## src/rtl/mcu_pkg.sv

```systemverilog
// Shared definitions for the MCU core: write-back destination codes,
// SFR addresses of the architectural registers and the write-back FSM states.
package mcu_pkg;

    localparam logic [7:0] ACC_SFR_ADDR = 8'hE0;
    localparam logic [7:0] PSW_SFR_ADDR = 8'hD0;
    localparam logic [7:0] BIT_RAM_BASE = 8'h20;

    localparam logic [2:0] DST_NONE     = 3'd0;
    localparam logic [2:0] DST_ACC      = 3'd1;
    localparam logic [2:0] DST_DIRECT   = 3'd2;
    localparam logic [2:0] DST_INDIRECT = 3'd3;
    localparam logic [2:0] DST_BIT      = 3'd4;

    typedef enum logic [2:0] {
        ST_IDLE,
        ST_PTR_RD,
        ST_PTR_CAP,
        ST_BIT_RD,
        ST_BIT_CAP,
        ST_WRITE
    } wb_state_e;

endpackage

```

## src/rtl/wb_bit_map.sv

```systemverilog
// Bit-address decode to {byte address, bit position} and single-bit byte merge.
// Purely combinational; shared with the operand-fetch bit read path.
module wb_bit_map
    import mcu_pkg::*;
#(
    parameter logic [7:0] BIT_BASE = BIT_RAM_BASE
) (
    input  logic [7:0] bit_addr,
    input  logic [7:0] byte_in,
    input  logic       bit_val,
    output logic [7:0] byte_addr,
    output logic [2:0] bit_pos,
    output logic [7:0] byte_out
);

    always_comb begin
        // Low half addresses the bit RAM area, high half the bit-addressable SFRs
        if (bit_addr[7]) begin
            byte_addr = {bit_addr[7:3], 3'b000};
        end else begin
            byte_addr = BIT_BASE + {4'h0, bit_addr[6:3]};
        end
        bit_pos           = bit_addr[2:0];
        byte_out          = byte_in;
        byte_out[bit_pos] = bit_val;
    end

endmodule

```

## src/rtl/mcu_writeback.sv

```systemverilog
// Write-back stage: commits result bytes to ACC, PSW, internal RAM (direct,
// indirect via R0/R1) or a single bit, owning the architectural ACC and PSW.
module mcu_writeback
    import mcu_pkg::*;
#(
    parameter logic [7:0] ACC_ADDR = ACC_SFR_ADDR,
    parameter logic [7:0] PSW_ADDR = PSW_SFR_ADDR,
    parameter logic [7:0] BIT_BASE = BIT_RAM_BASE
) (
    input  logic       clk,
    input  logic       rst,
    input  logic       wb_valid,
    output logic       wb_ready,
    input  logic [7:0] wb_ans,
    input  logic [7:0] wb_psw,
    input  logic       wb_psw_we,
    input  logic [2:0] wb_dst,
    input  logic [7:0] wb_addr,
    output logic [7:0] ram_addr,
    output logic       ram_re,
    input  logic [7:0] ram_rdata,
    output logic       ram_we,
    output logic [7:0] ram_wdata,
    output logic [7:0] acc_q,
    output logic [7:0] psw_q
);

    wb_state_e  state;
    logic [7:0] acc_r;
    logic [7:0] psw_r;
    logic [7:0] ans_q;
    logic [7:0] bit_addr_q;

    logic [7:0] psw_base;
    logic [7:0] map_addr;
    logic [7:0] map_in;
    logic       map_val;
    logic [7:0] map_byte;
    logic [2:0] map_pos;
    logic [7:0] map_out;

    assign wb_ready = (state == ST_IDLE);
    assign acc_q    = acc_r;
    assign psw_q    = {psw_r[7:1], ^acc_r};
    assign psw_base = wb_psw_we ? wb_psw : psw_r;

    // One mapper serves both the accept-edge SFR bit path and the RAM merge in BIT_CAP
    always_comb begin
        map_addr = bit_addr_q;
        map_in   = ram_rdata;
        map_val  = ans_q[0];
        if (state == ST_IDLE) begin
            map_addr = wb_addr;
            map_in   = (map_byte == ACC_ADDR) ? acc_r : psw_base;
            map_val  = wb_ans[0];
        end
    end

    wb_bit_map #(.BIT_BASE(BIT_BASE)) u_bit_map (
        .bit_addr (map_addr),
        .byte_in  (map_in),
        .bit_val  (map_val),
        .byte_addr(map_byte),
        .bit_pos  (map_pos),
        .byte_out (map_out)
    );

    always_ff @(posedge clk) begin
        if (rst) begin
            state      <= ST_IDLE;
            acc_r      <= '0;
            psw_r      <= '0;
            ans_q      <= '0;
            bit_addr_q <= '0;
            ram_addr   <= '0;
            ram_wdata  <= '0;
            ram_re     <= 1'b0;
            ram_we     <= 1'b0;
        end else begin
            case (state)
                ST_IDLE: begin
                    ram_re <= 1'b0;
                    ram_we <= 1'b0;
                    if (wb_valid) begin
                        ans_q      <= wb_ans;
                        bit_addr_q <= wb_addr;
                        if (wb_psw_we) psw_r <= wb_psw;
                        case (wb_dst)
                            DST_ACC: acc_r <= wb_ans;
                            DST_DIRECT: begin
                                if (wb_addr == ACC_ADDR) begin
                                    acc_r <= wb_ans;
                                end else if (wb_addr == PSW_ADDR) begin
                                    psw_r <= wb_ans;
                                end else begin
                                    ram_we    <= 1'b1;
                                    ram_addr  <= wb_addr;
                                    ram_wdata <= wb_ans;
                                    state     <= ST_WRITE;
                                end
                            end
                            DST_INDIRECT: begin
                                ram_re   <= 1'b1;
                                ram_addr <= {3'b000, psw_base[4:3], 2'b00, wb_addr[0]};
                                state    <= ST_PTR_RD;
                            end
                            DST_BIT: begin
                                if (map_byte == ACC_ADDR) begin
                                    acc_r <= map_out;
                                end else if (map_byte == PSW_ADDR) begin
                                    psw_r <= map_out;
                                end else begin
                                    ram_re   <= 1'b1;
                                    ram_addr <= map_byte;
                                    state    <= ST_BIT_RD;
                                end
                            end
                            default: ;
                        endcase
                    end
                end
                ST_PTR_RD: begin
                    ram_re <= 1'b0;
                    state  <= ST_PTR_CAP;
                end
                ST_PTR_CAP: begin
                    ram_addr  <= ram_rdata;
                    ram_wdata <= ans_q;
                    ram_we    <= 1'b1;
                    state     <= ST_WRITE;
                end
                ST_BIT_RD: begin
                    ram_re <= 1'b0;
                    state  <= ST_BIT_CAP;
                end
                ST_BIT_CAP: begin
                    ram_addr  <= map_byte;
                    ram_wdata <= map_out;
                    ram_we    <= 1'b1;
                    state     <= ST_WRITE;
                end
                ST_WRITE: begin
                    ram_we <= 1'b0;
                    state  <= ST_IDLE;
                end
                default: state <= ST_IDLE;
            endcase
        end
    end

endmodule
```

## config.mk

```make
export PLATFORM = sky130hd
export DESIGN_NAME = mcu_writeback
export DESIGN_NICKNAME = d
export VERILOG_FILES = /design/src/rtl/mcu_pkg.sv /design/src/rtl/wb_bit_map.sv /design/src/rtl/mcu_writeback.sv
export SDC_FILE = /design/constraint.sdc
export NUM_CORES = 1
export LEC_CHECK = 0
export ABC_AREA = 1
export CAP_MARGIN = 20
export CORE_AREA = 2 2 128 93
export DETAILED_ROUTE_END_ITERATION = 8
export DIE_AREA = 0 0 130 95
export PLACE_DENSITY_LB_ADDON = 0.05
export SETUP_SLACK_MARGIN = 0.15
export SYNTH_ARGS = -nofsm -noshare
export SYNTH_HDL_FRONTEND = slang
export SYNTH_HIERARCHICAL = 1
export SYNTH_SLANG_ARGS = --single-unit
```

## constraint.sdc

```tcl
create_clock -name clk -period 6 [get_ports clk]
set_clock_uncertainty 0.05 [all_clocks]
set_input_delay 1.2 -clock clk [delete_from_list [all_inputs] [get_ports clk]]
set_output_delay 1.2 -clock clk [all_outputs]
set_load 0.01 [all_outputs]
```

# [Word-level counts from Yosys, hierarchy flattened]
# Cells that the tools add are included.
[classes] reduce_logical=14 n_mux=46 add_sub_neg=1 eq_ne=24 n_lt_le_gt_ge=2
[op_table] operator="8-bit 2-to-1 mux" n=20
[op_table] operator="8-bit case mux with 3 select lines" n=4
[op_table] operator="8-bit equality test, second input constant" n=4
[op_table] operator="8-bit case mux with 2 select lines" n=1
[op_table] operator="3-bit 2-to-1 mux" n=5
[op_table] operator="3-bit by 2-bit equality test with 1-bit output, second input constant" n=4
[op_table] operator="3-bit != test, second input constant" n=4
[op_table] operator="3-bit case mux with 4 select lines" n=1
[op_table] operator="2-bit != test, second input constant" n=5
[op_table] operator="5-bit AND reduction" n=2
[op_table] operator="3-bit equality test, second input constant" n=3
[op_table] operator="1-bit 2-to-1 mux" n=9
[op_table] operator="3-bit case mux with 3 select lines" n=1
[op_table] operator="3-bit nonzero test" n=3
[op_table] operator="8-bit bitwise mux" n=1
[op_table] operator="8-bit XOR reduction" n=1
[op_table] operator="6-bit by 4-bit adder with 7-bit output, first input constant" n=1
[op_table] operator="7-bit AND reduction" n=1
[op_table] operator="3-bit by 1-bit equality test with 1-bit output, second input constant" n=2
[op_table] operator="6-bit AND reduction" n=1
[op_table] operator="3-bit by 4-bit less-than comparator with 1-bit output, second input constant" n=1
[op_table] operator="4-bit by 1-bit != test with 1-bit output, second input constant" n=1
[op_table] operator="1-bit case mux with 2 select lines" n=2
[op_table] operator="2-bit OR reduction" n=2
[op_table] operator="8 further kinds" n=8
[word_totals] ff_bits=53 inputBits=39

# [Depth between registers and ports, before layout]
[logic_depth] ltp_word=11 mapped_depth=25 depth_no_buf=23

# [Hierarchy]
# The synthesis kept the hierarchy.
[modules_own_cells] mod="mcu_writeback" n_inst=1 area_each_um2=3504.6 cells_per_inst=542
[modules_own_cells] mod="wb_bit_map" n_inst=1 area_each_um2=304.0 cells_per_inst=58

# [Worst setup path after synthesis]
# OpenSTA, ideal clock, no wires.
[synth_path] path_type="input -> register" from="input port wb_addr[7]" to="register ram_wdata[4]" slack_ps=2736 cell_stages=19 t_arrival_ps=3099 setup_time_ps=115 n_path_buf=2 required_ps=5835 cell_sequence="nand2_1 -> o21ai_0 -> buf_2 -> nor2_1 -> a21oi_1 -> nor2_1 -> nand2_1 -> nor2_2 -> inv_1 -> clkbuf_1 -> o21ai_0 -> o21ai_0 -> nand2_1 -> nand2_1 -> nand3_1 -> o21ai_0 -> a21oi_1 -> o21ai_1 -> and2_1"
[synth_via] elab_chain_len=7
[synth_rtl] element="start: declaration" line_no="mcu_writeback.sv:18" source="input logic [7:0] wb_addr,"
[synth_rtl] element="8-bit 2-to-1 mux" line_no="mcu_writeback.sv:52" source="if (state == ST_IDLE) begin"
[synth_rtl] element="named net map_addr[7]" line_no="mcu_writeback.sv:35" source="logic [7:0] map_addr;"
[synth_rtl] element="8-bit 2-to-1 mux" line_no="wb_bit_map.sv:18" source="if (bit_addr[7]) begin"
[synth_rtl] element="named net map_byte[3]" line_no="mcu_writeback.sv:38" source="logic [7:0] map_byte;"
[synth_rtl] element="8-bit equality test" line_no="mcu_writeback.sv:54" source="map_in = (map_byte == ACC_ADDR) ? acc_r : psw_base;"
[synth_rtl] element="8-bit 2-to-1 mux" line_no="mcu_writeback.sv:54"
[synth_rtl] element="8-bit 2-to-1 mux" line_no="mcu_writeback.sv:52"
[synth_rtl] element="named net map_in[4]" line_no="mcu_writeback.sv:36" source="logic [7:0] map_in;"
[synth_rtl] element="8-bit bitwise mux" line_no="wb_bit_map.sv:25" source="byte_out[bit_pos] = bit_val;"
[synth_rtl] element="named net map_out[4]" line_no="mcu_writeback.sv:40" source="logic [7:0] map_out;"
[synth_rtl] element="8-bit case mux with 3 select lines" line_no="mcu_writeback.sv:80" source="case (state)"
[synth_rtl] element="end signal: assignment" line_no="mcu_writeback.sv:98" source="ram_wdata <= wb_ans;"
[synth_rtl] element="end signal: assignment" line_no="mcu_writeback.sv:128" source="ram_wdata <= ans_q;"
[synth_rtl] element="end signal: assignment" line_no="mcu_writeback.sv:138" source="ram_wdata <= map_out;"
[synth_rtl] element="end: declaration" line_no="mcu_writeback.sv:23" source="output logic [7:0] ram_wdata,"
# The timed path passes the listed nets, and every way through them passes these cells.
# A chain may end at the register's enable or synchronous reset.

# [Worst setup path after layout]
[layout_path] from="register state[2]" to="register ram_wdata[4]"
[layout_via] elab_chain_len=9
[layout_rtl] element="start: declaration" line_no="mcu_writeback.sv:28" source="wb_state_e state;"
[layout_rtl] element="start signal: assignment" line_no="mcu_writeback.sv:70" source="state <= ST_IDLE;"
[layout_rtl] element="start signal: assignment" line_no="mcu_writeback.sv:99" source="state <= ST_WRITE;"
[layout_rtl] element="start signal: assignment" line_no="mcu_writeback.sv:105" source="state <= ST_PTR_RD;"
[layout_rtl] element="3-bit zero test *" line_no="mcu_writeback.sv:52"
[layout_rtl] element="8-bit 2-to-1 mux *" line_no="mcu_writeback.sv:52"
[layout_rtl] element="named net map_addr[5]" line_no="mcu_writeback.sv:35"
[layout_rtl] element="6-bit by 4-bit adder with 7-bit output" line_no="wb_bit_map.sv:21" source="byte_addr = BIT_BASE + {4'h0, bit_addr[6:3]};"
[layout_rtl] element="8-bit 2-to-1 mux *" line_no="wb_bit_map.sv:18"
[layout_rtl] element="named net map_byte[5]" line_no="mcu_writeback.sv:38"
[layout_rtl] element="8-bit equality test *" line_no="mcu_writeback.sv:54"
[layout_rtl] element="8-bit 2-to-1 mux *" line_no="mcu_writeback.sv:54"
[layout_rtl] element="8-bit 2-to-1 mux *" line_no="mcu_writeback.sv:52"
[layout_rtl] element="named net map_in[4]" line_no="mcu_writeback.sv:36"
[layout_rtl] element="8-bit bitwise mux *" line_no="wb_bit_map.sv:25"
[layout_rtl] element="named net map_out[4]" line_no="mcu_writeback.sv:40"
[layout_rtl] element="8-bit case mux with 3 select lines *" line_no="mcu_writeback.sv:80"
# Mark *: on every way through the listed nets, which the timed path passes. The rest lies on a longest branch.

==> impl_metrics.env <==
export IMPL_setup_ws_ns=1.84
export IMPL_drc=0
export IMPL_syn_nets=636
export IMPL_power_total_uw=1420
export IMPL_clockBufferDepth=2
export IMPL_io_pins=74
export IMPL_vdd_drop_max_mv=0.151
export IMPL_critPathKind="register to register"
export IMPL_grt_overflow_total=0
export IMPL_drv_slew=0
export IMPL_holdPathStages=2
export IMPL_place_congestion=0.902
export IMPL_dieArea_um2=12400
export IMPL_reg2reg_slack_ns=1.84
export IMPL_antenna_left=0
export IMPL_coreArea_um2=11300
export IMPL_initialDrtViolationCount=247
export IMPL_nNetsFinal=682
export IMPL_max_freq_ghz=0.240
export IMPL_cts_sinks=53
export IMPL_syn_inst=597
export IMPL_clockRootBuffer="clkbuf_16"
export IMPL_via_per_inst=5.20
export IMPL_drv_cap=0
export IMPL_die_h_um=95
export IMPL_cts_hold_buf=0
export IMPL_cts_tree="built"
export IMPL_synth_area_um2=3790
export IMPL_cts_made_buffers=5
export IMPL_worstPathArrival_ns=4.36
export IMPL_min_path_type="register to register"
export IMPL_start_util_pct=33.6
export IMPL_grt_max_degree=36
export IMPL_finalCriticalPeriod_ns=4.16
export IMPL_setup_tns_final_ns=0
export IMPL_setup_violations=0
export IMPL_cp_required_ns=6.20
export IMPL_die_x_um=130
export IMPL_route_vias_total=4168
export IMPL_post_route_cells_drive_above_1_share_pct=8.23
export IMPL_grt_use_total_pct=24.2
export IMPL_drt_wl_total_mm=14.5
export IMPL_post_drt_wl_per_cell_um=18.1
export IMPL_path_max_fanout=35
export IMPL_num_rows=33
export IMPL_crit_path_end_kind="register"
export IMPL_grt_pass1_wl_mm=22.3
export IMPL_powerDensity_nw_per_um2=302
export IMPL_reg2reg_depth=18
export IMPL_drtPass1Iterations=5
export IMPL_hold_viol=0
export IMPL_p_leak_uw=0.00194
export IMPL_postCtsSetupRepairBufs=0
export IMPL_dpl_worst_slack_ns=1.45
export IMPL_max_slew_margin_pct=35.2
export IMPL_cts_resized_gates=0
export IMPL_crit_path_start_kind="register"
export IMPL_fin_crit_sh_pct=69.3
export IMPL_area_growth_synth_to_final_pct=24.0
export IMPL_rsz0062_at_grt="no"
export IMPL_avgSynthCellArea_um2=6.34
export IMPL_grt_pass1_vias=3818
export IMPL_hpwl_mm=11.0
export IMPL_tightest_slew_ns=0.968
export IMPL_path_clk_slew_ns=0.08
export IMPL_yosys_warnings=6
export IMPL_cts_max_level=2
export IMPL_clk_latency_ns=0.30
export IMPL_status="complete, no violations"
export IMPL_io_buffers=73
export IMPL_antenna_found_initial=0
export IMPL_diodes=0
export IMPL_holdWs_ns=0.397
report_power, final:
group | switching (uW) | total (uW) | internal, uW
logic | 365 | 586 | 220
clock network | 150 | 391 | 241
registers | 39.5 | 441 | 402
total | 555 | 1420 | 864
sequential cells by signal, summed over array words and instances (netlist names):
signal      count
acc_q           8
ans_q           8
bit_addr_q      8
psw_r           8
ram_addr        8
ram_re          1
ram_wdata       8
ram_we          1
state           3
final cells by class:
cell class	instances	area [um2]
clock buffer	5	125
timing repair buffer	80	781
clock inverter	3	68.8
inverter	67	253
multi-input combinational	436	2210
sequential	53	1060
tap	157	196
fill	1250	6580
per-stage QoR:
stage	area, um2	utilization [%]	std cells
detailed placement	4480	39.8	790
global route	4700	41.7	801
CTS	4680	41.5	798
floorplan	3790	-	597
global placement	4480	39.8	790
finish	4700	41.7	801
critical path: stages (launching register included):
cell and delay (ns):
dfxtp_1 0.62, nor2_8 0.58, clkinv_1 0.46, o21ai_0 0.32
inv_1 0.09, nand2_1 0.09, nand4_1 0.12, nor2_2 0.29
inv_1 0.25, a21oi_1 0.17, o21ai_0 0.10, o21ai_0 0.09
nand2_1 0.08, nand2_1 0.12, nand3_1 0.10, o21ai_0 0.17
a21oi_1 0.07, o21ai_1 0.15, and2_1 0.13
final timing paths:
check / startpoint / endpoint
worst min register to register: ans_q[4]$_SDFFE_PP0P_ / ans_q[4]$_SDFFE_PP0P_
worst min-delay path: ans_q[4]$_SDFFE_PP0P_ / ans_q[4]$_SDFFE_PP0P_
worst max-delay path: state[2]$_SDFFE_PP0P_ / ram_wdata[4]$_SDFFE_PP0P_
worst max register to register: state[2]$_SDFFE_PP0P_ / ram_wdata[4]$_SDFFE_PP0P_
cell usage in the layout, fill, tap and decap left out, types with 8 or more instances in the layout:
| cell type | instances |
|---|---|
| nand4_1 | 11 |
| inv_2 | 8 |
| clkdlybuf4s50_1 | 73 |
| dfxtp_1 | 53 |
| nor2_1 | 37 |
| o21ai_0 | 61 |
| inv_1 | 56 |
| nand3_1 | 50 |
| a21oi_1 | 63 |
| o22ai_1 | 12 |
| nand2_1 | 134 |
| o21ai_1 | 12 |
metal layers:
layer / up-vias / global-route usage, % / wire, um
met3: 8 / 3.29 / 650
met4: 0 / 4.48 / 126
li1: 2063 / - / -
met2: 97 / 35.4 / 6130
met1: 2000 / 37.4 / 7550
met5: - / 0 / 0
Note: power is estimated with default switching activity, not from simulation.
